--- config.mk ---
export PLATFORM = sky130hd
export DESIGN_NAME = jt49_wrarb
export DESIGN_NICKNAME = d
export VERILOG_FILES = /design/src/rtl/jt49_pkg.sv /design/src/rtl/jt49_fifo.sv /design/src/rtl/jt49_wrarb.sv
export SDC_FILE = /design/constraint.sdc
export NUM_CORES = 1
export LEC_CHECK = 0
export ABC_AREA = 1
export BUFFER_PORTS_ARGS = -buffer_cell sky130_fd_sc_hd__buf_2
export CORE_ASPECT_RATIO = 0.9
export CORE_UTILIZATION = 40
export DETAILED_ROUTE_END_ITERATION = 16
export HOLD_SLACK_MARGIN = 0.15
export SYNTH_ARGS = -nofsm -noshare
export SYNTH_HDL_FRONTEND = slang
export SYNTH_SLANG_ARGS = --single-unit
--- constraint.sdc ---
create_clock -name clk -period 2.2 [get_ports clk]
set_input_delay 0.33 -clock clk [delete_from_list [all_inputs] [get_ports clk]]
set_output_delay 0.33 -clock clk [all_outputs]
set_load 0.02 [all_outputs]
--- src/rtl/jt49_pkg.sv ---
// Shared types for the PSG write arbiter: FSM state encoding and FIFO entry layout.
package jt49_pkg;

    localparam int ENTRY_W = 12;

    typedef enum logic [1:0] {
        ST_IDLE  = 2'd0,
        ST_ISSUE = 2'd1,
        ST_GAP   = 2'd2
    } state_t;

    typedef struct packed {
        logic [3:0] adr;
        logic [7:0] din;
    } entry_t;

endpackage

--- src/rtl/jt49_fifo.sv ---
// Register-based FIFO with power-of-two depth; head is always visible on dout.
module jt49_fifo #(
    parameter int DEPTH = 4,
    parameter int W     = 12
) (
    input  logic         clk,
    input  logic         rst,
    input  logic         push,
    input  logic [W-1:0] din,
    input  logic         pop,
    output logic [W-1:0] dout,
    output logic         full,
    output logic         empty
);
    localparam int AW = $clog2(DEPTH);

    logic [W-1:0]  mem_q [DEPTH];
    logic [W-1:0]  mem_d [DEPTH];
    logic [AW-1:0] wr_q, wr_d, rd_q, rd_d;
    logic [AW:0]   cnt_q, cnt_d;
    logic          push_ok, pop_ok;

    assign full    = (cnt_q == (AW+1)'(DEPTH));
    assign empty   = (cnt_q == '0);
    assign dout    = mem_q[rd_q];
    assign push_ok = push & ~full;
    assign pop_ok  = pop & ~empty;

    // Pointers are AW bits wide, so wrap-around is free for power-of-two depths.
    always_comb begin
        mem_d = mem_q;
        wr_d  = wr_q;
        rd_d  = rd_q;
        cnt_d = cnt_q;
        if (push_ok) begin
            mem_d[wr_q] = din;
            wr_d        = wr_q + 1'b1;
        end
        if (pop_ok) rd_d = rd_q + 1'b1;
        case ({push_ok, pop_ok})
            2'b10:   cnt_d = cnt_q + 1'b1;
            2'b01:   cnt_d = cnt_q - 1'b1;
            default: cnt_d = cnt_q;
        endcase
    end

    always_ff @(posedge clk or posedge rst) begin
        if (rst) begin
            for (int i = 0; i < DEPTH; i++) mem_q[i] <= '0;
            wr_q  <= '0;
            rd_q  <= '0;
            cnt_q <= '0;
        end else begin
            mem_q <= mem_d;
            wr_q  <= wr_d;
            rd_q  <= rd_d;
            cnt_q <= cnt_d;
        end
    end

endmodule

--- src/rtl/jt49_wrarb.sv ---
// Two-requester write arbiter and queue in front of a JT49 PSG register port.
// Define JT49_WRARB_RR_EN for round-robin arbitration; default is fixed priority to A.
module jt49_wrarb
    import jt49_pkg::*;
#(
    parameter int DEPTH = 4
) (
    input  logic       clk,
    input  logic       rst,
    input  logic       cen,
    input  logic       a_valid,
    output logic       a_ready,
    input  logic [3:0] a_adr,
    input  logic [7:0] a_din,
    input  logic       b_valid,
    output logic       b_ready,
    input  logic [3:0] b_adr,
    input  logic [7:0] b_din,
    output logic       psg_cs_n,
    output logic       psg_wr_n,
    output logic [3:0] psg_adr,
    output logic [7:0] psg_din,
    output logic       busy
);
    state_t       state_q, state_d;
    logic         prio_q, prio_d;     // 1: B wins the next contention
    logic         cs_n_q, cs_n_d, wr_n_q, wr_n_d;
    logic [3:0]   adr_q, adr_d;
    logic [7:0]   din_q, din_d;
    logic         full, empty, push, pop;
    logic         a_grant, b_grant;
    entry_t       push_e, head_e;
    logic [ENTRY_W-1:0] head_raw;

    // Ready never looks at adr/din; reset holds both requesters off.
    assign a_ready = ~rst & ~full & ~(b_valid &  prio_q);
    assign b_ready = ~rst & ~full & ~(a_valid & ~prio_q);
    assign a_grant = a_valid & a_ready;
    assign b_grant = b_valid & b_ready;
    assign push    = a_grant | b_grant;
    assign push_e  = a_grant ? entry_t'{adr: a_adr, din: a_din}
                             : entry_t'{adr: b_adr, din: b_din};
    assign head_e  = entry_t'(head_raw);

    jt49_fifo #(.DEPTH(DEPTH), .W(ENTRY_W)) u_fifo (
        .clk   (clk),
        .rst   (rst),
        .push  (push),
        .din   (push_e),
        .pop   (pop),
        .dout  (head_raw),
        .full  (full),
        .empty (empty)
    );

    always_comb begin
`ifdef JT49_WRARB_RR_EN
        prio_d = b_grant ? 1'b0 : (a_grant ? 1'b1 : prio_q);
`else
        prio_d = 1'b0;
`endif
    end

    always_comb begin
        state_d = state_q;
        cs_n_d  = cs_n_q;
        wr_n_d  = wr_n_q;
        adr_d   = adr_q;
        din_d   = din_q;
        pop     = 1'b0;
        case (state_q)
            ST_IDLE: if (!empty) begin
                pop     = 1'b1;
                adr_d   = head_e.adr;
                din_d   = head_e.din;
                cs_n_d  = 1'b0;
                wr_n_d  = 1'b0;
                state_d = ST_ISSUE;
            end
            ST_ISSUE: if (cen) begin
                cs_n_d  = 1'b1;
                wr_n_d  = 1'b1;
                state_d = ST_GAP;
            end
            // One full PSG cycle with strobes high separates consecutive writes.
            ST_GAP: if (cen) begin
                if (!empty) begin
                    pop     = 1'b1;
                    adr_d   = head_e.adr;
                    din_d   = head_e.din;
                    cs_n_d  = 1'b0;
                    wr_n_d  = 1'b0;
                    state_d = ST_ISSUE;
                end else begin
                    state_d = ST_IDLE;
                end
            end
            default: state_d = ST_IDLE;
        endcase
    end

    always_ff @(posedge clk or posedge rst) begin
        if (rst) begin
            state_q <= ST_IDLE;
            prio_q  <= 1'b0;
            cs_n_q  <= 1'b1;
            wr_n_q  <= 1'b1;
            adr_q   <= '0;
            din_q   <= '0;
        end else begin
            state_q <= state_d;
            prio_q  <= prio_d;
            cs_n_q  <= cs_n_d;
            wr_n_q  <= wr_n_d;
            adr_q   <= adr_d;
            din_q   <= din_d;
        end
    end

    assign psg_cs_n = cs_n_q;
    assign psg_wr_n = wr_n_q;
    assign psg_adr  = adr_q;
    assign psg_din  = din_q;
    assign busy     = ~empty | (state_q != ST_IDLE);

endmodule

==> flow_metrics.py, run 1 <==
metrics = {
    "status": {
        "status": "complete, no violations",
    },
    "yosys": {
        "postSynthAreaPerCell_um2": 7.86,
        "ys_seq_area_share_pct": 48.9,
        "netlist_instances": 463,
        "ys_seq_elements": 71,
        "syn-cell-area_mm2": 0.00364,
        "synth_nets": 498,
        "synth-warning-count": 0,
        "yosysUniqueCellTypes": 27,
    },
    "sta": {
        "period_share_pct": 87.7,
        "grt_setup_unrepaired": "no",
        "max_freq_ghz": 0.518,
        "setup_violations": 0,
        "clock_skew_ns": 0.0122,
        "period_minus_slack_ns": 1.93,
        "hold_viol": 0,
        "fin_ws_ns": 0.270,
        "slew_headroom_pct": 55.9,
        "worst_pin_slew_ns": 0.659,
        "drv_slew": 0,
        "final.setup.tns_ns": 0,
    },
    "route": {
        "drt-initial-drc-count": 175,
        "post_drt_wl_per_cell_um": 13.7,
        "drtAntennaViolNets": 0,
        "vias_per_cell": 4.89,
        "drc": 0,
        "drt-total-wl_mm": 8.67,
        "via_count": 3096,
        "dr.pass1.iters": 5,
    },
    "final_layout": {
        "finish.net_count": 544,
        "antenna_cells": 0,
        "fillers": 891,
        "multiInputGateArea_mm2": 0.00153,
        "layout-drive-gt1-share_pct": 16.9,
        "syn_to_final_growth_pct": 15.1,
        "seq_area_mm2": 0.00178,
    },
    "setup_path": {
        "required_ns": 2.44,
        "worstSetupStartpointType": "register",
        "r2r_end": "u_fifo.mem_q[44]",
        "r2r_cells": 7,
        "ff2ff_setup_slack_ns": 0.27,
        "cp_max_fo": 14,
        "endpoint_kind": "register",
        "worstSetupPathType": "reg -> reg",
        "crit_path_start": "u_fifo.cnt_q[1]",
        "r2r-start": "u_fifo.cnt_q[1]",
        "slowest_stage": "nand3_1",
        "cpPeakStageDelay_ns": 0.49,
        "crit_chain": "nor2_2 -> nand2_4 -> buf_4 -> nand3_1 -> nand2_1 -> nand3_1 -> nand2_1",
        "cp.arrival_ns": 2.17,
    },
    "floorplan": {
        "die_h_um": 92.5,
        "row_count": 32,
        "die_w_um": 103,
        "core-area_mm2": 0.00869,
        "io-pin-count": 46,
        "initial_core_util_pct": 41.9,
        "die_area_mm2": 0.00949,
    },
    "power": {
        "powerDensity_mw_per_mm2": 1470,
        "ir_drop_v": 0.000628,
        "cellLeakagePower_uw": 0.00230,
    },
    "placement": {
        "hpwlAfterDp_mm": 5.50,
        "io_buffers": 45,
        "dp_slack_ns": 0.302,
        "gp_congestion": 0.801,
    },
    "clock_network": {
        "clock_sinks": 71,
        "hold_buffers": 0,
        "cts-root-buf": "clkbuf_8",
        "clk_path_buf_depth": 2,
        "postCtsResizedCells": 0,
        "clk_pin_slew_ns": 0.08,
        "clk_latency_ns": 0.35,
        "cts_buffers": 9,
        "postCtsSetupBuffers": 0,
        "htree_levels": 3,
        "cts_tree": "built",
    },
    "global_route": {
        "grt_use_met2_pct": 30.2,
        "grt_busiest_layer": "met2",
        "grt_max_degree": 46,
        "grt_pass1_vias": 2868,
        "met1_usage_pct": 28.7,
        "grt_use_met3_pct": 4.23,
        "grtUsageTotal_pct": 20.2,
        "grt-ovfl-total": 0,
        "grt_pass1_wl_mm": 14.4,
        "grt_antenna_before_repair": 0,
    },
    "hold_path": {
        "hp-class": "in -> async",
    },
    "job": {
        "cap_violations": 0,
    },
}
routing by layer:
metal  share of wire (%)  routed length [um]
met5                   0                   0
met4                 1.4                 124
met3                 4.6                 400
met2                  44                3840
met1                  50                4310
stage by stage:
step	instances	hold slack, ns	util (%)	power (uW)	cell area [um2]
floorplan	463	0.422	-	4200	3640
global placement	617	0.433	45.3	4830	3930
detailed placement	617	0.445	45.3	4890	3930
CTS	633	0.155	48.2	6220	4190
global route	633	0.187	48.2	6720	4190
finish	633	0.149	48.2	6170	4190
flip-flops by register name (all words and copies together) (netlist names):
signal,flops
u_fifo.cnt_q,3
u_fifo.mem_q,48
u_fifo.rd_q,2
state_q,2
psg_din,8
u_fifo.wr_q,2
psg_cs_n,1
psg_adr,4
psg_wr_n,1
Yosys cell counts:
| library cell | number | area share (%) |
|---|---|---|
| nand3_1 | 55 | 7.6 |
| clkinv_1 | 1 | 0.10 |
| nand4_1 | 12 | 2.1 |
| o31ai_1 | 1 | 0.21 |
| a21oi_1 | 2 | 0.28 |
| inv_2 | 3 | 0.31 |
| dfstp_2 | 2 | 1.4 |
| nor2_2 | 1 | 0.17 |
| nand2_4 | 2 | 0.62 |
| o21ai_1 | 8 | 1.1 |
| clkbuf_1 | 4 | 0.41 |
| nand3_4 | 1 | 0.48 |
| nor2_1 | 40 | 4.1 |
| buf_4 | 3 | 0.62 |
| nor2_4 | 4 | 1.2 |
| buf_2 | 6 | 0.83 |
| nand2_1 | 157 | 16 |
| xor2_1 | 3 | 0.72 |
| clkbuf_8 | 3 | 1.1 |
| dfrtp_1 | 69 | 47 |
| ha_1 | 5 | 1.7 |
| xnor2_1 | 1 | 0.24 |
| fa_1 | 1 | 0.55 |
| inv_1 | 41 | 4.2 |
| nand3_2 | 1 | 0.28 |
| buf_6 | 5 | 1.5 |
| o21ai_0 | 32 | 4.4 |
how the worst max path moves through the flow:
| stage | to | slack, ns |
|---|---|---|
| 2_1_floorplan | u_fifo.cnt_q[2] | 0.18 |
| 3_3_place_gp | u_fifo.mem_q[44] | 0.33 |
| 3_5_place_dp | u_fifo.mem_q[46] | 0.30 |
| 4_1_cts | u_fifo.mem_q[46] | 0.28 |
| 5_1_grt | u_fifo.mem_q[46] | 0.13 |
| 6_report | u_fifo.mem_q[44] | 0.27 |
worst max-delay path: cells and delay by family (launching register included):
kind	cells	cell delay, ns
flops	1	0.41
simple gates	6	1.21
buf+inv	1	0.20
cell families (layout without fill, tap and decap cells):
kind of cell / after synthesis / count (layout) / share of synthesized area, %
fa+ha+maj: 6 / 6 / 2.27
flops: 71 / 71 / 48.9
buf+inv: 66 / 117 / 9.18
simple gates: 273 / 273 / 32.7
xor+xnor: 4 / 4 / 0.963
compound gates: 43 / 43 / 5.98
area by class of cell:
type / instances / area share (%)
Tap cell: 119 / 3.56
Multi-Input combinational cell: 326 / 36.5
Clock buffer: 11 / 3.62
Clock inverter: 5 / 2.48
Timing Repair Buffer: 56 / 7.35
Sequential cell: 71 / 42.5
Inverter: 45 / 4.06
cells in the final DEF, fill, tap and decap left out, drive strengths merged:
cell type    n
clkbuf      11
fa           1
inv         44
nor2        45
o21ai       40
clkinv       3
nand4       12
a21oi        2
bufinv       3
dfrtp       69
dfstp        2
ha           5
xnor2        1
buf         56
o31ai        1
xor2         3
nand2      159
nand3       57
report_power, final:
part	internal (uW)	leakage [uW]	switching [uW]	total [uW]
registers	1930	0.000881	311	2240
logic	888	0.00128	1740	2620
clock network	815	0.000130	490	1310
Power figures use the tool's default switching activity.
==> run 2: changes to the inputs <==
--- a/config.mk
+++ b/config.mk
@@ -6,10 +6,10 @@
 export NUM_CORES = 1
 export LEC_CHECK = 0
 export ABC_AREA = 1
-export BUFFER_PORTS_ARGS = -buffer_cell sky130_fd_sc_hd__buf_2
 export CORE_ASPECT_RATIO = 0.9
 export CORE_UTILIZATION = 40
 export DETAILED_ROUTE_END_ITERATION = 16
+export DONT_BUFFER_PORTS = 1
 export HOLD_SLACK_MARGIN = 0.15
 export SYNTH_ARGS = -nofsm -noshare
 export SYNTH_HDL_FRONTEND = slang
==> run 2 against run 1 <==
Compared with the run above: final cell count down 6.5%; wire length up 2.3%; final area down 4.2%; worst setup slack worse by 0.020 ns; non-clock buffer count down 41; global-route usage up 0.79 points; register-to-register slack better by 0.03 ns; power up 0.28%; die area unchanged; count of clock-buffer cells in the layout unchanged; largest cell class unchanged; utilization down 2.0 points.
==> flow_metrics.py, run 2 (synthesized netlist as in run 1, its figures left out) <==
metrics = {
    "setup_path": {
        "worstSetupPathType": "in -> out",
        "cp_max_fo": 13,
        "crit_family": "buffers and inverters",
        "slowest_stage": "dlygate4sd3_1",
        "endpoint_kind": "output port",
        "crit_chain": "dlygate4sd3_1 -> clkinv_2 -> buf_4 -> nand2_1 -> nor2_1",
        "cp.arrival_ns": 1.62,
        "worstSetupStartpointType": "input pin",
        "required_ns": 1.87,
        "cpPeakStageDelay_ns": 0.55,
        "crit_buf_inv": 3,
    },
    "clock_network": {
        "postCtsSetupBuffers": 0,
        "hold_buffers": 2,
        "postCtsResizedCells": 0,
        "cts_tree": "built",
        "clk_path_buf_depth": 2,
        "htree_levels": 3,
        "clk_latency_ns": 0.35,
        "cts-root-buf": "clkbuf_8",
        "cts_buffers": 9,
        "clk_pin_slew_ns": 0.08,
        "clock_sinks": 71,
    },
    "final_layout": {
        "utilization_pct": 46.2,
        "antenna_cells": 0,
        "final_cell_mix": "157 x nand2_1, 69 x dfrtp_1, 55 x nand3_1",
        "fillers": 906,
        "largest_register_ffs": 48,
        "finish.net_count": 503,
        "syn_to_final_growth_pct": 10.2,
        "layout-drive-gt1-share_pct": 9.09,
        "layout_commonest_cell": "nand2_1",
        "largest_register": "u_fifo.mem_q",
    },
    "route": {
        "drt-initial-drc-count": 114,
        "post_drt_wl_per_cell_um": 15.0,
        "drtAntennaViolNets": 0,
        "drt-total-wl_mm": 8.87,
        "dr.pass1.iters": 5,
        "vias_per_cell": 5.05,
        "via_count": 2988,
        "drc": 0,
    },
    "floorplan": {
        "die_w_um": 103,
        "initial_core_util_pct": 41.9,
        "core-area_mm2": 0.00869,
        "io-pin-count": 46,
        "die_h_um": 92.5,
        "row_count": 32,
        "die_area_mm2": 0.00949,
    },
    "power": {
        "ir_drop_v": 0.000498,
        "cellLeakagePower_uw": 0.00213,
        "powerDensity_mw_per_mm2": 1540,
    },
    "sta": {
        "max_freq_ghz": 0.513,
        "worst_pin_slew_ns": 0.592,
        "slew_headroom_pct": 60.4,
        "fin_ws_ns": 0.250,
        "clock_skew_ns": 0.0116,
        "drv_slew": 0,
        "setup_violations": 0,
        "period_share_pct": 88.6,
        "hold_viol": 0,
        "final.setup.tns_ns": 0,
        "grt_setup_unrepaired": "no",
        "period_minus_slack_ns": 1.95,
    },
    "global_route": {
        "grtUsageTotal_pct": 21.0,
        "grt_pass1_wl_mm": 14.9,
        "grt-ovfl-total": 0,
        "grt_antenna_before_repair": 0,
        "met1_usage_pct": 29.6,
        "grt_max_degree": 37,
        "grt_use_met3_pct": 5.58,
        "grt_use_met2_pct": 31.7,
        "grt_pass1_vias": 2954,
        "grt_busiest_layer": "met2",
    },
    "status": {
        "status": "complete, no violations",
    },
    "job": {
        "cap_violations": 0,
    },
    "placement": {
        "hpwlAfterDp_mm": 5.65,
        "dp_slack_ns": 0.326,
        "gp_congestion": 0.823,
        "io_buffers": 0,
    },
    "hold_path": {
        "hp-class": "in -> reg",
    },
}
[run 2: cell count changes in the layout (fill, tap and decap cells not counted), sizes merged]
cell | before | now
buf | 56 | 13
clkinv | 3 | 2
dlygate4sd3 | 0 | 2
bufinv | 3 | 4
[run 2: tightest hold or removal path, stage by stage]
cell and delay [ns]:
nor2_1 0.02, nand2_1 0.08, nand2_1 0.05
[run 2: cell type report]
type	instances	area, um2	share of cell area (%)
tap	119	149	3.71
clock inverter	5	129	3.21
multi-input combinational	326	1530	38.0
clock buffer	11	141	3.52
sequential	71	1780	44.3
timing repair buffer	15	118	2.93
inverter	45	170	4.24
[run 2: worst paths after layout]
kind,endpoint,slack [ns],start,cells after the start
worst max-delay path,b_ready,0.25,rst,5
worst min-delay path,state_q[1],0.17,cen,3
worst max register to register,u_fifo.cnt_q[2],0.30,u_fifo.cnt_q[2],10
worst min register to register,state_q[0],0.45,state_q[1],1
max in group asynchronous,psg_cs_n,1.27,rst,3
min in group asynchronous,u_fifo.wr_q[1],0.50,rst,3
[run 2: stage by stage]
step / power [uW] / cell area [um2] / hold slack [ns] / cells
after detailed placement: 4790 / 3720 / 0.288 / 574
after global routing: 6740 / 4010 / 0.160 / 592
after CTS: 6230 / 4010 / 0.161 / 592
after global placement: 4730 / 3720 / 0.280 / 574
after floorplan: 4200 / 3640 / 0.422 / 463
final: 6190 / 4010 / 0.167 / 592
[run 2: per-layer routing]
layer / vias to the layer above / share of wire [%]
li1: 1478 / -
met1: 1409 / 47
met2: 93 / 46
met3: 8 / 6.3
met4: 0 / 1.2
met5: - / 0
[run 2: where the power goes]
part           internal (uW)  switching, uW  leakage (uW)  total, uW
Sequential              1940            473      0.000881       2410
Clock                    902            502      0.000134       1400
Combinational            807           1570       0.00112       2380
Total                   3640           2550       0.00213       6190
==> run 3: changes to the inputs <==
==> constraint.sdc (replaced) <==
create_clock -name clk -period 1.64 [get_ports clk]
set_input_delay 0.246 -clock clk [delete_from_list [all_inputs] [get_ports clk]]
set_output_delay 0.246 -clock clk [all_outputs]
set_load 0.02 [all_outputs]
==> run 3 against run 2 <==
Compared with the run above: the run now ends with hold timing, setup timing left; flip-flop and latch count did not move; combinational power grew 61%; global-route usage increased by 0.13 points; power up 36%; final cell count up 3.7%; utilization grew 2.5 points; count of clock-buffer cells in the layout did not move; sequential share of layout area fell by 2.3 points; clock power decreased by 4%; die area is the same.
==> flow_metrics.py, run 3 (synthesized netlist as in run 1, its figures left out) <==
metrics = {
    "route": {
        "post_drt_wl_per_cell_um": 14.7,
        "drt-initial-drc-count": 179,
        "drc": 0,
        "via_count": 3051,
        "dr.pass1.iters": 5,
        "vias_per_cell": 4.97,
        "drtAntennaViolNets": 0,
        "drt-total-wl_mm": 9.01,
    },
    "setup_path": {
        "crit_buf_inv": 1,
        "endpoint_kind": "register",
        "slowest_stage": "dfrtp_1",
        "ff2ff_setup_slack_ns": -0.05,
        "cpPeakStageDelay_ns": 0.42,
        "worstSetupPathType": "reg -> reg",
        "crit_path_start": "u_fifo.cnt_q[1]",
        "required_ns": 1.87,
        "worstSetupStartpointType": "register",
        "r2r_cells": 9,
        "crit_chain": "nor2_4 -> nand2_4 -> nand3_4 -> ha_4 -> inv_2 -> fa_2 -> a21oi_2 -> o21ai_1 -> xor2_1",
        "crit_family": "adder cells",
        "cp.arrival_ns": 1.92,
        "cp-endpoint": "u_fifo.cnt_q[2]",
        "r2r-start": "u_fifo.cnt_q[1]",
        "cp_num_cells": 9,
        "r2r_end": "u_fifo.cnt_q[2]",
        "cp_max_fo": 2,
    },
    "power": {
        "p_sw_share_pct": 42.6,
        "combPwrFrac_pct": 45.7,
        "pwr-share-clk_pct": 15.9,
        "seq_power_share_pct": 38.4,
        "netSwitchingPower_uw": 3580,
        "ir_drop_v": 0.000633,
        "cellLeakagePower_uw": 0.00222,
        "powerDensity_mw_per_mm2": 1990,
        "p_int_uw": 4830,
    },
    "final_layout": {
        "finish.net_count": 525,
        "layout-drive-gt1-share_pct": 16.6,
        "largest_register_ffs": 48,
        "largest_register": "u_fifo.mem_q",
        "layout_commonest_cell": "nand2_1",
        "utilization_pct": 48.7,
        "antenna_cells": 0,
        "stdcell_area_mm2": 0.00423,
        "syn_to_final_growth_pct": 16.3,
        "final_cell_mix": "150 x nand2_1, 69 x dfrtp_1, 52 x nand3_1",
    },
    "floorplan": {
        "core-area_mm2": 0.00869,
        "die_area_mm2": 0.00949,
        "initial_core_util_pct": 41.9,
        "row_count": 32,
        "die_w_um": 103,
        "die_h_um": 92.5,
        "io-pin-count": 46,
    },
    "global_route": {
        "grt_antenna_before_repair": 0,
        "grtUsageTotal_pct": 21.1,
        "grt_pass1_wl_mm": 15.1,
        "grt_max_degree": 59,
        "grt-ovfl-total": 0,
        "grt_pass1_vias": 3020,
    },
    "hold_path": {
        "hp-class": "in -> async",
    },
    "sta": {
        "period_share_pct": 103,
        "drv_slew": 0,
        "hold_viol": 43,
        "grt_setup_unrepaired": "yes",
        "setup_violations": 1,
        "whs_ns": -0.136,
        "fin_ws_ns": -0.0457,
        "max_freq_ghz": 0.593,
        "period_minus_slack_ns": 1.69,
        "clock_skew_ns": 0.00568,
        "worst_pin_slew_ns": 0.426,
        "slew_headroom_pct": 71.5,
    },
    "job": {
        "cap_violations": 0,
    },
    "clock_network": {
        "clock_sinks": 71,
        "cts_tree": "built",
        "clk_latency_ns": 0.35,
        "hold_buffers": 2,
        "clk_pin_slew_ns": 0.07,
        "clk_path_buf_depth": 2,
        "cts_buffers": 9,
        "cts-root-buf": "clkbuf_8",
        "htree_levels": 3,
    },
    "status": {
        "status": "finished with violations",
        "violations": "hold timing, setup timing",
    },
    "placement": {
        "placed_cell_area_mm2": 0.00386,
        "io_buffers": 0,
        "hpwlAfterDp_mm": 5.78,
        "gp_congestion": 0.785,
        "dp_slack_ns": -0.0731,
    },
}
## run 3: what timing repair did
action                                  4_1_cts  5_1_grt
endpoints found under the setup margin        5       42
resized for setup                             8       19
hold endpoints to repair                     47       43
setup buffers                                 7        2
pin swaps                                     2        0
## run 3: area by class of cell
cell class / count / area (um2)
fillers: 927 / 4450
inverters: 45 / 178
multi-input cells: 326 / 1620
clock buffers: 11 / 131
flip-flops and latches: 71 / 1780
clock inverters: 5 / 50.0
well taps: 119 / 149
repair buffers: 37 / 332
## run 3: per-stage QoR
stage	hold WS, ns	TNS (ns)	power [uW]	std cells
final	-0.136	-0.0457	8410	614
after CTS	-0.147	-0.0467	8350	612
after detailed placement	0.234	-0.108	6730	587
after floorplan	0.343	-0.404	5710	463
after global placement	0.242	-0.0451	6620	587
after global routing	-0.128	-0.218	9170	614
## run 3: how the worst min path moves through the flow
| stage | cells after the start | from | endpoint |
|---|---|---|---|
| 6_report | 2 | rst | u_fifo.wr_q[0] |
| 5_1_grt | 2 | rst | u_fifo.mem_q[34] |
| 2_1_floorplan | 1 | cen | state_q[0] |
| 4_1_cts | 2 | rst | u_fifo.mem_q[18] |
| 3_3_place_gp | 2 | rst | u_fifo.wr_q[0] |
| 3_5_place_dp | 2 | rst | u_fifo.wr_q[0] |
## run 3: per-layer routing
| metal | track usage, % | part of all wire, % | vias up |
|---|---|---|---|
| met5 | 0 | 0 | - |
| met4 | 6.07 | 0.75 | 0 |
| met3 | 4.75 | 5.0 | 7 |
| met2 | 33.2 | 46 | 99 |
| met1 | 29.0 | 48 | 1426 |
| li1 | - | - | 1519 |
## run 3: power groups by stage
stage	sequential [uW]	clock (uW)	combinational, uW
after floorplan	3140	0	2570
after global placement	3210	0	3410
after detailed placement	3240	0	3490
after CTS	3220	1390	3740
after global routing	3340	1460	4370
final	3230	1340	3840
## run 3: worst reg2reg max path, cell delays in order (launching register included)
cell and delay, ns:
dfrtp_1 0.42, nor2_4 0.16, nand2_4 0.09, nand3_4 0.08
ha_4 0.12, inv_2 0.04, fa_2 0.34, a21oi_2 0.11
o21ai_1 0.08, xor2_1 0.14
